$ cat src/rtl/instr_mem_responder.sv
// instr_mem_responder: memory-side end of the core's instruction fetch port.
// Holds N_WORDS 32-bit words, grants fetch requests and returns read data
// after a fixed READ_LATENCY through a pipeline that accepts one request per cycle.
// A preload port writes program words. Out-of-range fetches are still granted
// and answered with err=1, rdata=0 so the core never hangs.
// Optional build macro: INSTR_MEM_GNT_STALL_EN adds LFSR-driven grant stalls.
module instr_mem_responder #(
    parameter int                    ADDR_WIDTH   = 32,
    parameter int                    N_WORDS      = 16,
    parameter logic [ADDR_WIDTH-1:0] BASE_ADDR    = '0,
    parameter int                    READ_LATENCY = 1,
    parameter int                    IDX_W        = $clog2(N_WORDS)
) (
    input  logic                  clk,
    input  logic                  rst_n,
    input  logic                  instr_req_i,
    input  logic [ADDR_WIDTH-1:0] instr_addr_i,
    output logic                  instr_gnt_o,
    output logic                  instr_rvalid_o,
    output logic [31:0]           instr_rdata_o,
    output logic                  instr_err_o,
    input  logic                  load_we_i,
    input  logic [IDX_W-1:0]      load_idx_i,
    input  logic [31:0]           load_wdata_i,
    output logic [15:0]           gnt_cnt_o
);

    // One extra bit so BASE_ADDR + 4*N_WORDS cannot wrap at the top of the map.
    localparam logic [ADDR_WIDTH:0] BASE_EXT  = {1'b0, BASE_ADDR};
    localparam logic [ADDR_WIDTH:0] LIMIT_EXT = BASE_EXT + (ADDR_WIDTH+1)'(4 * N_WORDS);

    logic [31:0]             mem [N_WORDS];
    logic                    gnt;
    logic                    stall;
    logic                    in_range;
    logic [ADDR_WIDTH:0]     addr_ext;
    logic [IDX_W-1:0]        idx;
    logic [READ_LATENCY-1:0] valid_reg;
    logic [READ_LATENCY-1:0] err_reg;
    logic [31:0]             data_reg [READ_LATENCY];
    logic [15:0]             gnt_cnt_reg;

`ifdef INSTR_MEM_GNT_STALL_EN
    logic [7:0] lfsr_reg;
    logic       lfsr_fb;

    assign lfsr_fb = lfsr_reg[7] ^ lfsr_reg[5] ^ lfsr_reg[4] ^ lfsr_reg[3];

    // Free-running Fibonacci LFSR (taps 8,6,5,4) that schedules grant stalls.
    always_ff @(posedge clk or negedge rst_n) begin
        if (!rst_n) begin
            lfsr_reg <= 8'hA5;
        end else begin
            lfsr_reg <= {lfsr_reg[6:0], lfsr_fb};
        end
    end

    assign stall = (lfsr_reg[1:0] == 2'b00);
`else
    assign stall = 1'b0;
`endif

    // Grant is purely combinational: the pipeline always has room for one more.
    assign gnt         = instr_req_i & ~load_we_i & ~stall;
    assign instr_gnt_o = gnt;

    // Base is word aligned, so the index is a subtraction on the word bits only;
    // the byte-offset bits addr[1:0] take no part.
    assign addr_ext = {1'b0, instr_addr_i};
    assign in_range = (addr_ext >= BASE_EXT) && (addr_ext < LIMIT_EXT);
    assign idx      = instr_addr_i[IDX_W+1:2] - BASE_ADDR[IDX_W+1:2];

    // Preload write port; memory contents survive reset.
    always_ff @(posedge clk) begin
        if (load_we_i) begin
            mem[load_idx_i] <= load_wdata_i;
        end
    end

    // Response pipeline: stage 0 samples the array in the grant cycle, later
    // stages shift. Data/err only move with a valid entry so the last stage
    // keeps the most recent response when nothing is valid.
    always_ff @(posedge clk or negedge rst_n) begin
        if (!rst_n) begin
            valid_reg <= '0;
            err_reg   <= '0;
            for (int i = 0; i < READ_LATENCY; i++) begin
                data_reg[i] <= 32'h0;
            end
        end else begin
            valid_reg[0] <= gnt;
            if (gnt) begin
                err_reg[0]  <= ~in_range;
                data_reg[0] <= in_range ? mem[idx] : 32'h0;
            end
            for (int i = 1; i < READ_LATENCY; i++) begin
                valid_reg[i] <= valid_reg[i-1];
                if (valid_reg[i-1]) begin
                    err_reg[i]  <= err_reg[i-1];
                    data_reg[i] <= data_reg[i-1];
                end
            end
        end
    end

    assign instr_rvalid_o = valid_reg[READ_LATENCY-1];
    assign instr_err_o    = valid_reg[READ_LATENCY-1] & err_reg[READ_LATENCY-1];
    assign instr_rdata_o  = data_reg[READ_LATENCY-1];

    // Saturating count of granted requests.
    always_ff @(posedge clk or negedge rst_n) begin
        if (!rst_n) begin
            gnt_cnt_reg <= 16'h0;
        end else if (gnt && (gnt_cnt_reg != 16'hFFFF)) begin
            gnt_cnt_reg <= gnt_cnt_reg + 16'h1;
        end
    end

    assign gnt_cnt_o = gnt_cnt_reg;

endmodule
$ cat config.mk
export PLATFORM = sky130hd
export DESIGN_NAME = instr_mem_responder
export DESIGN_NICKNAME = d
export VERILOG_FILES = /design/src/rtl/instr_mem_responder.sv
export SDC_FILE = /design/constraint.sdc
export NUM_CORES = 1
export LEC_CHECK = 0
export BUFFER_PORTS_ARGS = -buffer_cell sky130_fd_sc_hd__buf_2
export CAP_MARGIN = 20
export CORE_ASPECT_RATIO = 2
export CORE_MARGIN = 8
export CORE_UTILIZATION = 55
export CTS_CLUSTER_DIAMETER = 120
export DETAILED_ROUTE_END_ITERATION = 12
export PLACE_DENSITY_LB_ADDON = 0.2
export SLEW_MARGIN = 20
export SYNTH_ARGS = -nofsm -noshare
export SYNTH_HDL_FRONTEND = slang
export SYNTH_SLANG_ARGS = --single-unit
$ cat constraint.sdc
create_clock -name clk -period 1.7 [get_ports clk]
set_clock_uncertainty 0.15 [all_clocks]
set_input_delay 0.085 -clock clk [delete_from_list [all_inputs] [get_ports clk]]
set_output_delay 0.085 -clock clk [all_outputs]
set_load 0.01 [all_outputs]
Word-level counts from Yosys, hierarchy flattened

Memory sizes are Yosys's and may differ from the RTL's.
Cells that the tools add are included.

Register bits: 50
Bits in writable memories: 512
Input bits: 72
Output and inout bits: 51
Logic and storage cells: 18
Memories: 1

Add/subtract/negate cells: 1
Order comparisons: 2
Equal/unequal tests: 1
Muxes and demuxes: 3
Bitwise logic cells: 4
Reduce and logical (&&, ||, !) cells: 2

Memories:

| memory | depth | bits a word | read ports | clocked after Yosys merged registers in | wr ports | line | source |
|---|---|---|---|---|---|---|---|
| mem    | 16    | 32          | 1          | 0                                       | 1        | 32   | `logic [31:0] mem [N_WORDS];` |

Operator list:

| operator                | number |
|---|---|
| $ge A32 B1 Y1 const B   | 1 |
| $lt A32 B7 Y1 const B   | 1 |
| $mux W32                | 1 |
| $add A16 B1 Y16 const B | 1 |
| $ne A16 B16 Y1 const B  | 1 |
| $and A1 B1 Y1           | 2 |
| $logic_and A1 B1 Y1     | 2 |
| $mux W1                 | 2 |
| $not A1 Y1              | 2 |

Logic depth before layout (Yosys ltp)

Gate-level depths: netlist (run 1).

Word-level depth: 3
Mapped depth: 7
Mapped depth without buffers: 5

Worst setup path after synthesis (run 1)

Ideal clock, no wire load.

Kind: input port to flip-flop
From: input load_idx_i[2]
To: memory mem[0][0], enable pin
Library setup time: 0.461 ns
Arrival: 2.729 ns
Data required time: 1.089 ns
Path slack: -1.640 ns
Stages on the path: 2
Buffers on the path: 0
Cells stage by stage: or3b_1 -> nor3_1

RTL lines:

| what               | line | source |
|---|---|---|
| start: declaration | 23   | `input logic [IDX_W-1:0] load_idx_i,` |
| end: declaration   | 32   |  |

Straight into the memory's write port.

Final worst setup path (run 1)

From: register gnt_cnt_reg[7] (netlist: gnt_cnt_o[7])
To: register gnt_cnt_reg[1] (netlist: gnt_cnt_o[1])

Longest elaborated chain between the ends: 2

Ends and longest elaborated chain:

| what                     | line | source |
|---|---|---|
| start: declaration       | 41   | `logic [15:0] gnt_cnt_reg;` |
| start signal: assignment | 115  | `gnt_cnt_reg <= gnt_cnt_reg + 16'h1;` |
| $ne A16 B16 Y1           | 114  | `end else if (gnt && (gnt_cnt_reg != 16'hFFFF)) begin` |
| $logic_and A1 B1 Y1      | 114  |  |

Every way passes these cells.
A chain may end at the register's enable or synchronous reset.

==> results of run 1 <==
[cells in the final DEF, fill, tap and decap left out, types with 4 or more instances in the layout]
cell type      netlist  routed
nor3_1              69      64
nor2_4               0      12
bufinv_16            0       8
o31ai_1              4       4
dlygate4sd3_1        0      39
xnor2_1             13      13
buf_2               12     119
dfrtp_1             50      47
nor2_1              44      32
o31ai_2             28      28
nand2_1             38      37
nand3_1              5       5
clkbuf_16            0      48
buf_12               0      47
clkbuf_1            37      15
buf_4               17      65
mux2i_1            252     252
edfxtp_1           512     512
o21ai_0             32      32
clkinv_2             0       4
o22ai_1             94      94
nand4_1              4       4
nor3_4               0       4
[layer usage]
| layer | vias up | wire, um | track usage [%] |
|---|---|---|---|
| met3 | 99 | 2470 | 2.47 |
| met4 | 0 | 1630 | 7.29 |
| met5 | - | 0 | 0 |
| met1 | 6261 | 19200 | 26.3 |
| met2 | 349 | 28000 | 41.0 |
| li1 | 5500 | - | - |
[logic make-up after synthesis]
family	Yosys count
muxes	256
and+or+nand+nor	188
adders and majority gates	1
xor gates and xnor gates	14
DFF	562
AOI/OAI and AO/OA	170
buffers and inverters	72
[through the flow]
stage	util (%)	cell area, um^2	hold WS [ns]	setup TNS (ns)
finish	67.0	26400	-0.00225	0
detailed placement	61.8	24400	-0.0190	-3.79
global placement	61.8	24400	-0.0203	-3.05
floorplan	-	22000	-0.361	-22.79
CTS	66.8	26300	0.00988	0
global route	67.0	26400	0.0235	-0.102
[cells in the mapped netlist, types with 5 or more instances]
cell type and n:
nand2_1 38, xnor2_1 13, nor3_1 69, nand3_1 5
dfrtp_1 50, edfxtp_1 512, nand2b_1 5, mux2i_1 252
o22ai_1 94, buf_2 12, o31ai_2 28, clkbuf_1 37
nor2_1 44, o21ai_0 32, buf_4 17
[worst max-delay path: cells and delay by family (launching register included)]
kind	cells	cell delay, ns
mux	1	0.34
flops	1	0.36
simple gates	2	0.54
compound gates	1	0.17
[final cells by class]
cell class / instances / area (um^2) / area share [%]
antenna: 2 / 5.00 / 0.0189
clock buffer: 65 / 1270 / 4.82
clock inverter: 20 / 312 / 1.18
inverter: 3 / 11.3 / 0.0426
multi-input combinational: 629 / 5070 / 19.2
sequential: 562 / 16600 / 63.0
tap: 525 / 657 / 2.49
timing repair buffer: 272 / 2450 / 9.29
[where the power goes]
group	switching [mW]	internal [mW]	leakage, nW
Clock	4.73	6.47	0.761
Combinational	1.20	0.860	3.64
Sequential	0.0952	15.4	5.30
[repair_timing]
action	CTS	global route
setup endpoints to repair	1	42
endpoints found under the hold margin	573	0
pin swaps	0	7
setup buffers	0	2
hold buffers	39	0
gates resized for setup	1	3
cloned	0	1
[path summary, 6_finish.rpt]
path,from,to,slack (ns),cells after the start
max,gnt_cnt_o[7],gnt_cnt_o[1],0.03,4
min,instr_addr_i[15],instr_rdata_o[28],-0.002,5
max reg2reg,gnt_cnt_o[7],gnt_cnt_o[1],0.03,4
min reg2reg,instr_rdata_o[5],instr_rdata_o[5],0.33,2
max in group asynchronous,rst_n,gnt_cnt_o[8],0.56,4
min in group asynchronous,rst_n,instr_rdata_o[24],0.54,4
==> run metrics, run 1 <==
Slew headroom=about three fifths; drt drc=0; Reg with most FFs=mem; Via density=~6; Arr. time, crit path=approximately 2.0 ns; register area share after synthesis=75.9%; TritonCTS clock tree=done; mux contribution to synthesized area=around an eighth; number of max-cap violations=0; yosys warns=0; clock sink count=roughly 560; crit path capture type=register; die height=298 um; Mapped Nets=1336; Max Clk Rate=0.599 GHz; full die area=approximately 47000 um^2; largest area contributor in the netlist=edfxtp_1; H-tree Lvls=2; clock transition at the registers of the reported paths=about 0.070 ns; FFs w/ async S/R, synth=approximately 8.9%; Cells after Synth=1263; Final setup viols=0; critical path's slowest cell=or3_4; Filler cells=between 2000 and 3000; class of the worst hold path=in -> reg; CP max FO=3; CTS max path bufs=3; Routed WL=51400 um; Synth Area in Simple Gates=4.37%; GPL Wtd Cong=between 0.7 and 0.8; RSZ-0062 raised after global routing=yes; Worst-Skew Late Latency=~0.56 ns; first-pass GRT wire length=around 78000 um; Worst-Margin Slew=roughly 0.58 ns; type of origin of the critical path=register; period utilization=a little over nine tenths; status=finished with violations; TritonCTS Buffers=between 40 and 50; CP Class=reg -> reg; Final HPWL DP=around 31000 um; Syn-to-layout area delta=20.6%; Pins Over Slew Limit=0; main combinational cell family by area after synthesis=multiplexers; synth top area cells=edfxtp_1 70%, mux2i_1 12%, dfrtp_1 5.7%; total chip power=around 29 mW; Tot GR Track Use=22.2%; Setup WS pre-CTS=-0.166 ns; Mapped Area=about 22000 um^2; Compound-Gate Fraction of Synth Area=5.58%; post-synth top area share=a little over two thirds; Die X=~160 um; Synth Area per Inst=around 17 um^2; PnR worst setup slack=0.0311 ns; Final Net Count=~1600; Post-Synth XOR/XNOR Area=less than 1%; global route overflow=0; post-synthesis register bit count=~560; critical path's largest stage delay=approximately 0.4 ns; root buffer cell=clkbuf_16; initial antenna violation count=2; total number of vias=12209; drt pass-1 iters=4; share of cells above drive strength 1=a little under a quarter; failing checks=negative hold slack; Initial Util=about 56%; fin cells=about 2100; Placed Instances=1949; PD cells=between 1000 and 1500 nW/um^2; largest net degree at the start of global routing=51; Hold WS=-0.00225 ns; post-synthesis adder-cell area fraction=less than 1%; Post-synth EDFFs=512; CP Cell Sequence=nand4_1 > or3_4 > o21ai_2 > mux2_1; WL per Instance=24.7 um; Yosys cell types=45; Core ar.=39400 um^2; ys flop type=edfxtp_1; Iteration-0 DRC Markers=slightly below 800; num rows=between 100 and 150; Hold Violations, Final=3; maximum vdd drop=around 0.91 mV; ANT nets after route=0; Critical Path RT=1.99 ns; leak pwr=about 9.7 nW; number of global-route vias before repair=about 13000; Largest register FFs=between 500 and 600; # port buffers=between 100 and 150; Period minus WS final=1.67 ns; IO Count=around 120
No activity file was read; power rests on OpenSTA's default activity.
==> run 2, diff against run 1 <==
- REMOVE_ABC_BUFFERS: unset -> 1
==> run 2 against run 1 <==
  * The run now ends clean
  * Design area rose by 1.1%
  * Worst setup slack worse by 0.026 ns
  * Sequential power is essentially flat
  * Clock power increased by 4%
  * Cell count up 1.2%
  * Global-route usage rose by 0.24 points
  * Combinational power increased by 2%
  * Flip-flop and latch count unchanged
  * Power is 1.9% higher
  * Via count grew 2.3%
  * Hold slack gained 0.024 ns
  * Sequential share of layout area down 0.71 points
  * Largest power group unchanged
==> run metrics, run 2 (synthesis gave the netlist of run 1 again) <==
Iteration-0 DRC Markers=897 (+15%); Filler cells=2622 (-5.0%); TritonCTS Buffers=46 (unchanged); Buf+Inv Stages, Crit Path=0 (unchanged); Net Switching=6.06 mW (+0.66%); clock sink count=562 (unchanged); PD cells=1100 nW/um^2 (+0.77%); met2 usage=40.8% (-0.18 points); Hold Violations, Final=0 (-3); Final HPWL DP=31300 um (+2.4%); Reg area=16600 um^2 (about the same); worst hold endpoint=instr_rdata_o[22]; type of origin of the critical path=register; hold depth=6 (+1); GRT Max-Usage Layer=met2; Core ar.=39400 um^2 (unchanged); Arr. time, crit path=1.99 ns (+0.03 ns); TritonCTS clock tree=done; Via density=5.94 (+1.1%); class of the worst hold path=in -> reg; H-tree Lvls=2 (unchanged); Period minus WS final=1.70 ns (+0.0264 ns); Fin Setup TNS=0 ns (unchanged); global route overflow=0 (unchanged); Reg with most FFs=mem; period utilization=99.7% (+1.6 points); clock power share=39.9% (+1.0 points); CP Class=reg -> reg; min-delay src=instr_addr_i[29]; GRT met1 Usage=26.0% (-0.25 points); initial antenna violation count=1 (-1); most common cell after layout, fill and taps aside=edfxtp_1; crit path capture type=register; die height=298 um (unchanged); Initial Util=55.5% (unchanged); num rows=103 (unchanged); most frequent cells in the layout=512 x edfxtp_1, 252 x mux2i_1, 119 x buf_2; Worst-Skew Late Latency=0.56 ns (about the same); WL per Instance=24.9 um (+0.59%); CTS max path bufs=3 (unchanged); Pins Over Slew Limit=0 (unchanged); Largest register FFs=512 (unchanged); Critical Path RT=1.99 ns (about the same); status=finished clean; PnR worst setup slack=0.00475 ns (-0.0264 ns); Final Net Count=1614 (+1.7%); full die area=46800 um^2 (unchanged); CP max FO=4 (+1); Routed WL=52300 um (+1.8%); root buffer cell=clkbuf_16; Die X=157 um (unchanged); total chip power=29.3 mW (+1.9%); area of the multi-input gates=5050 um^2 (-0.52%); Slew headroom=34.9% (-26 points); Tot GR Track Use=22.5% (+0.24 points); maximum vdd drop=1.10 mV (+21%); Register-to-Register Path Depth=4 (unchanged); largest net degree at the start of global routing=36 (-29%); RSZ-0062 raised after global routing=yes; Gate power share=7.2% (about the same); ANT nets after route=0 (unchanged); sequential power share=52.9% (-1.0 points); first-pass GRT wire length=78300 um (+0.97%); Setup WS pre-CTS=-0.169 ns (-0.00366 ns); IO Count=123 (unchanged); total number of vias=12486 (+2.3%); GPL Wtd Cong=0.869 (+13%); critical path's slowest cell=or3_4; number of max-cap violations=0 (unchanged); # port buffers=120 (unchanged); Final setup viols=0 (unchanged); FF-to-FF setup slack=0.005 ns (-0.03 ns); CP Cell Sequence=nand4_1 > or3_4 > o21ai_2 > mux2_1; Syn-to-layout area delta=22.0%; routing usage on met3=3.35% (+0.88 points); Worst path top cell family by delay=simple AND/OR/NAND/NOR gates; final core occ=67.7% (+0.75 points); Internal=23.2 mW (+2.2%); Sw Ratio=20.7% (-0.25 points); Worst-Margin Slew=0.973 ns (+0.390 ns); number of global-route vias before repair=13022 (+1.3%); share of cells above drive strength 1=24.9% (+1.2 points); worst r2r dst=gnt_cnt_o[1]; clock transition at the registers of the reported paths=0.07 ns (about the same); Max Clk Rate=0.590 GHz (-1.6%); leak pwr=9.86 nW (+1.7%); drt drc=0 (unchanged); critical path's largest stage delay=0.41 ns (+0.02 ns); R2R Path Start=gnt_cnt_o[9]; drt pass-1 iters=5 (+1)
## run 2: cell count changes in the layout (fill, tap and decap cells not counted), moves of 2 or more
cell           before  now
bufinv_16           8   10
dfrtp_2             3    0
clkinvlp_4          3    8
dlygate4sd3_1      39   51
nor3_2              1    6
dfrtp_1            47   50
buf_6               0    2
clkbuf_8            3    8
nor3_4              4    0
buf_4              65   80
clkbuf_1           15    1
## run 2: through the flow
| step | area, um^2 | hold slack [ns] | std cells |
|---|---|---|---|
| after floorplan | 21500 | -0.361 | 1194 |
| after CTS | 26700 | -0.0000976 | 2100 |
| after detailed placement | 24400 | -0.0407 | 1965 |
| after global placement | 24400 | -0.0434 | 1965 |
| final | 26700 | 0.0214 | 2103 |
| after global routing | 26700 | 0.0235 | 2103 |
## run 2: timing repair
action	CTS	global route
resized for setup	1	6
hold endpoints to repair	618	0
setup endpoints to repair	5	9
hold buffers	51	0
setup buffers	0	2
pin swaps	3	4
## run 2: worst max path at each step
| stage | from | end | cells after the start |
|---|---|---|---|
| 3_5_place_dp | instr_addr_i[16] | instr_rdata_o[5] | 6 |
| 4_1_cts | gnt_cnt_o[0] | gnt_cnt_o[10] | 5 |
| 5_1_grt | gnt_cnt_o[10] | gnt_cnt_o[14] | 6 |
| 6_report | gnt_cnt_o[9] | gnt_cnt_o[1] | 4 |
| 3_3_place_gp | instr_addr_i[16] | instr_rdata_o[28] | 6 |
| 2_1_floorplan | load_idx_i[2] | mem[0][0] | 2 |
## run 2: routing by layer
metal / up-vias / wire, um
met1: 6367 / 19400
met5: - / 0
met3: 112 / 3080
li1: 5550 / -
met4: 0 / 1830
met2: 457 / 28000
## run 2: final cells by class
class | count | area share (%)
clock inverters | 28 | 1.55
repair buffers | 299 | 9.98
well taps | 525 | 2.46
clock buffers | 56 | 4.83
inverters | 3 | 0.0422
diodes | 1 | 0.00937
multi-input cells | 629 | 18.9
flip-flops and latches | 562 | 62.2
## run 2: power by group through the flow
stage / logic (mW) / registers, mW / clock network [mW]
3_3_place_gp: 1.95 / 15.8 / 0
2_1_floorplan: 0.727 / 15.9 / 0
3_5_place_dp: 2.00 / 15.8 / 0
4_1_cts: 2.10 / 15.5 / 11.9
6_report: 2.11 / 15.5 / 11.7
5_1_grt: 2.26 / 15.5 / 12.3
## run 2: worst reg2reg max path, cell delays in order, from the launching register on
cell and delay (ns):
dfrtp_1 0.35, nand4_1 0.18, or3_4 0.41, o21ai_2 0.16, mux2_1 0.33
==> run 3, diff against run 2 <==
- BUFFER_PORTS_ARGS: -buffer_cell sky130_fd_sc_hd__buf_2 -> unset
- DONT_BUFFER_PORTS: unset -> 1
==> run 3 against run 2 <==
  * The run now ends with negative hold slack left
  * First-iteration DRC count up 1.9%
  * Die area unchanged
  * Routed wire length is 3.0% lower
  * Largest cell class unchanged
==> run metrics, run 3 (synthesis gave the netlist of run 1 again) <==
DP Area=23300 um^2 (-4.6%); status=finished with violations; Ant. Diodes=0 (-1); Routed WL=50800 um (-3.0%); root buffer cell=clkbuf_16; full die area=46800 um^2 (unchanged); first-pass GRT wire length=75700 um (-3.2%); die height=298 um (unchanged); IO Count=123 (unchanged); drt drc=0 (unchanged); clock transition at the registers of the reported paths=0.07 ns (about the same); WL per Instance=26.0 um (+4.3%); most frequent cells in the layout=512 x edfxtp_1, 252 x mux2i_1, 94 x o22ai_1; leak pwr=9.04 nW (-8.3%); num rows=103 (unchanged); Reg with most FFs=mem; CTS max path bufs=3 (unchanged); CP max FO=18 (+14); Via density=6.05 (+1.8%); Syn-to-layout area delta=17.0%; most common cell after layout, fill and taps aside=edfxtp_1; number of max-cap violations=0 (unchanged); initial antenna violation count=0 (-1); final design instance area without fill=25600 um^2 (-4.1%); total number of vias=11828 (-5.3%); Worst-Skew Late Latency=0.57 ns (about the same); Period minus WS final=1.68 ns (-0.0116 ns); H-tree Lvls=2 (unchanged); Hold Violations, Final=22 (+22); Final Net Count=1465 (-9.2%); PD cells=1090 nW/um^2 (-0.27%); Initial Util=55.5% (unchanged); CP Class=in -> reg; type of origin of the critical path=primary input; TritonCTS clock tree=done; maximum vdd drop=0.914 mV (-17%); Hold WS=-0.0340 ns (-0.0554 ns); global route overflow=0 (unchanged); drt pass-1 iters=5 (unchanged); largest net degree at the start of global routing=255 (+610%); Die X=157 um (unchanged); share of cells above drive strength 1=15.9% (-9.0 points); Tot GR Track Use=21.9% (-0.59 points); Worst-Margin Slew=1.00 ns (+0.0275 ns); Core ar.=39400 um^2 (unchanged); ANT nets after route=0 (unchanged); Final HPWL DP=28200 um (-10%); GPL Wtd Cong=0.818 (-5.9%); Iteration-0 DRC Markers=914 (+1.9%); Slew headroom=33.3% (-1.6 points); total chip power=28.0 mW (-4.3%); crit path capture type=register; Max Clk Rate=0.594 GHz (+0.69%); failing checks=negative hold slack; RSZ-0062 raised after global routing=yes; clock sink count=562 (unchanged); Placed Instances=1802 (-8.3%); Arr. time, crit path=1.99 ns (about the same); Pins Over Slew Limit=0 (unchanged); PnR worst setup slack=0.0163 ns (+0.0116 ns); TritonCTS Buffers=47 (+2.2%); Critical Path RT=2.01 ns (+0.02 ns); Setup WS pre-CTS=-0.0598 ns (+0.109 ns); Largest register FFs=512 (unchanged); # port buffers=0 (-100%); period utilization=99.0% (-0.68 points); number of global-route vias before repair=12317 (-5.4%); Filler cells=2683 (+2.3%); Final setup viols=0 (unchanged); fin cells=1956 (-7.0%); class of the worst hold path=in -> reg
run 3: cell types whose count changed in the layout (fill, tap and decap cells not counted), moves of 4 or more:
cell,previous run,this run
buf_2,119,0
buf_4,80,54
buf_12,46,30
dlygate4sd3_1,51,64
nor3_1,63,54
nor3_2,6,15
clkbuf_1,1,9
clkinv_1,3,10
clkbuf_8,8,2
bufinv_16,10,5
clkinvlp_4,8,4
run 3: worst paths after layout:
check                                       from           endpoint  slack (ns)  depth (start not counted)
worst min register to register           err_reg            err_reg        0.34                          1
min in group asynchronous                  rst_n  instr_rdata_o[22]        0.46                          3
worst min-delay path            instr_addr_i[17]  instr_rdata_o[26]       -0.03                          5
worst max register to register         mem[1][3]   instr_rdata_o[3]        0.04                          5
worst max-delay path            instr_addr_i[28]  instr_rdata_o[30]        0.02                          6
max in group asynchronous                  rst_n  instr_rdata_o[13]        0.64                          3
run 3: layout make-up:
class	count	area [um^2]	area share [%]
Tap cell	525	657	2.56
Inverter	3	11.3	0.0439
Sequential cell	562	16600	64.9
Clock inverter	29	287	1.12
Multi-Input combinational cell	629	5110	19.9
Clock buffer	59	1260	4.93
Timing Repair Buffer	149	1670	6.53
run 3: worst max-delay path, cell delays in order:
cell	delay [ns]
dlygate4sd3_1	0.54
or4_4	0.50
nor4_4	0.19
nand4_4	0.18
buf_12	0.21
o31ai_1	0.27
run 3: through the flow:
| stage | util [%] | setup TNS, ns |
|---|---|---|
| floorplan | - | -423.49 |
| global route | 65.0 | -0.104 |
| detailed placement | 59.1 | -0.340 |
| global placement | 59.1 | -0.0260 |
| finish | 65.0 | 0 |
| CTS | 64.9 | 0 |
run 3: repair_timing:
item	4_1_cts	5_1_grt
setup buffers	0	1
endpoints found under the hold margin	734	18
hold buffers	69	1
pin swaps	1	11
resized for setup	2	15
endpoints found under the setup margin	4	19
run 3: layer usage:
metal  global-route usage, %  up-vias  share of wire, %
met4                    7.93        0               3.0
met1                    26.1     6100                38
met2                    39.3      370                53
li1                        -     5257                 -
met5                       0        -                 0
met3                    2.97      101               5.8
run 3: report_power, final:
part	switching (mW)	total [mW]	internal (mW)
clock network	4.75	10.8	6.06
registers	0.103	15.5	15.4
logic	0.990	1.71	0.724
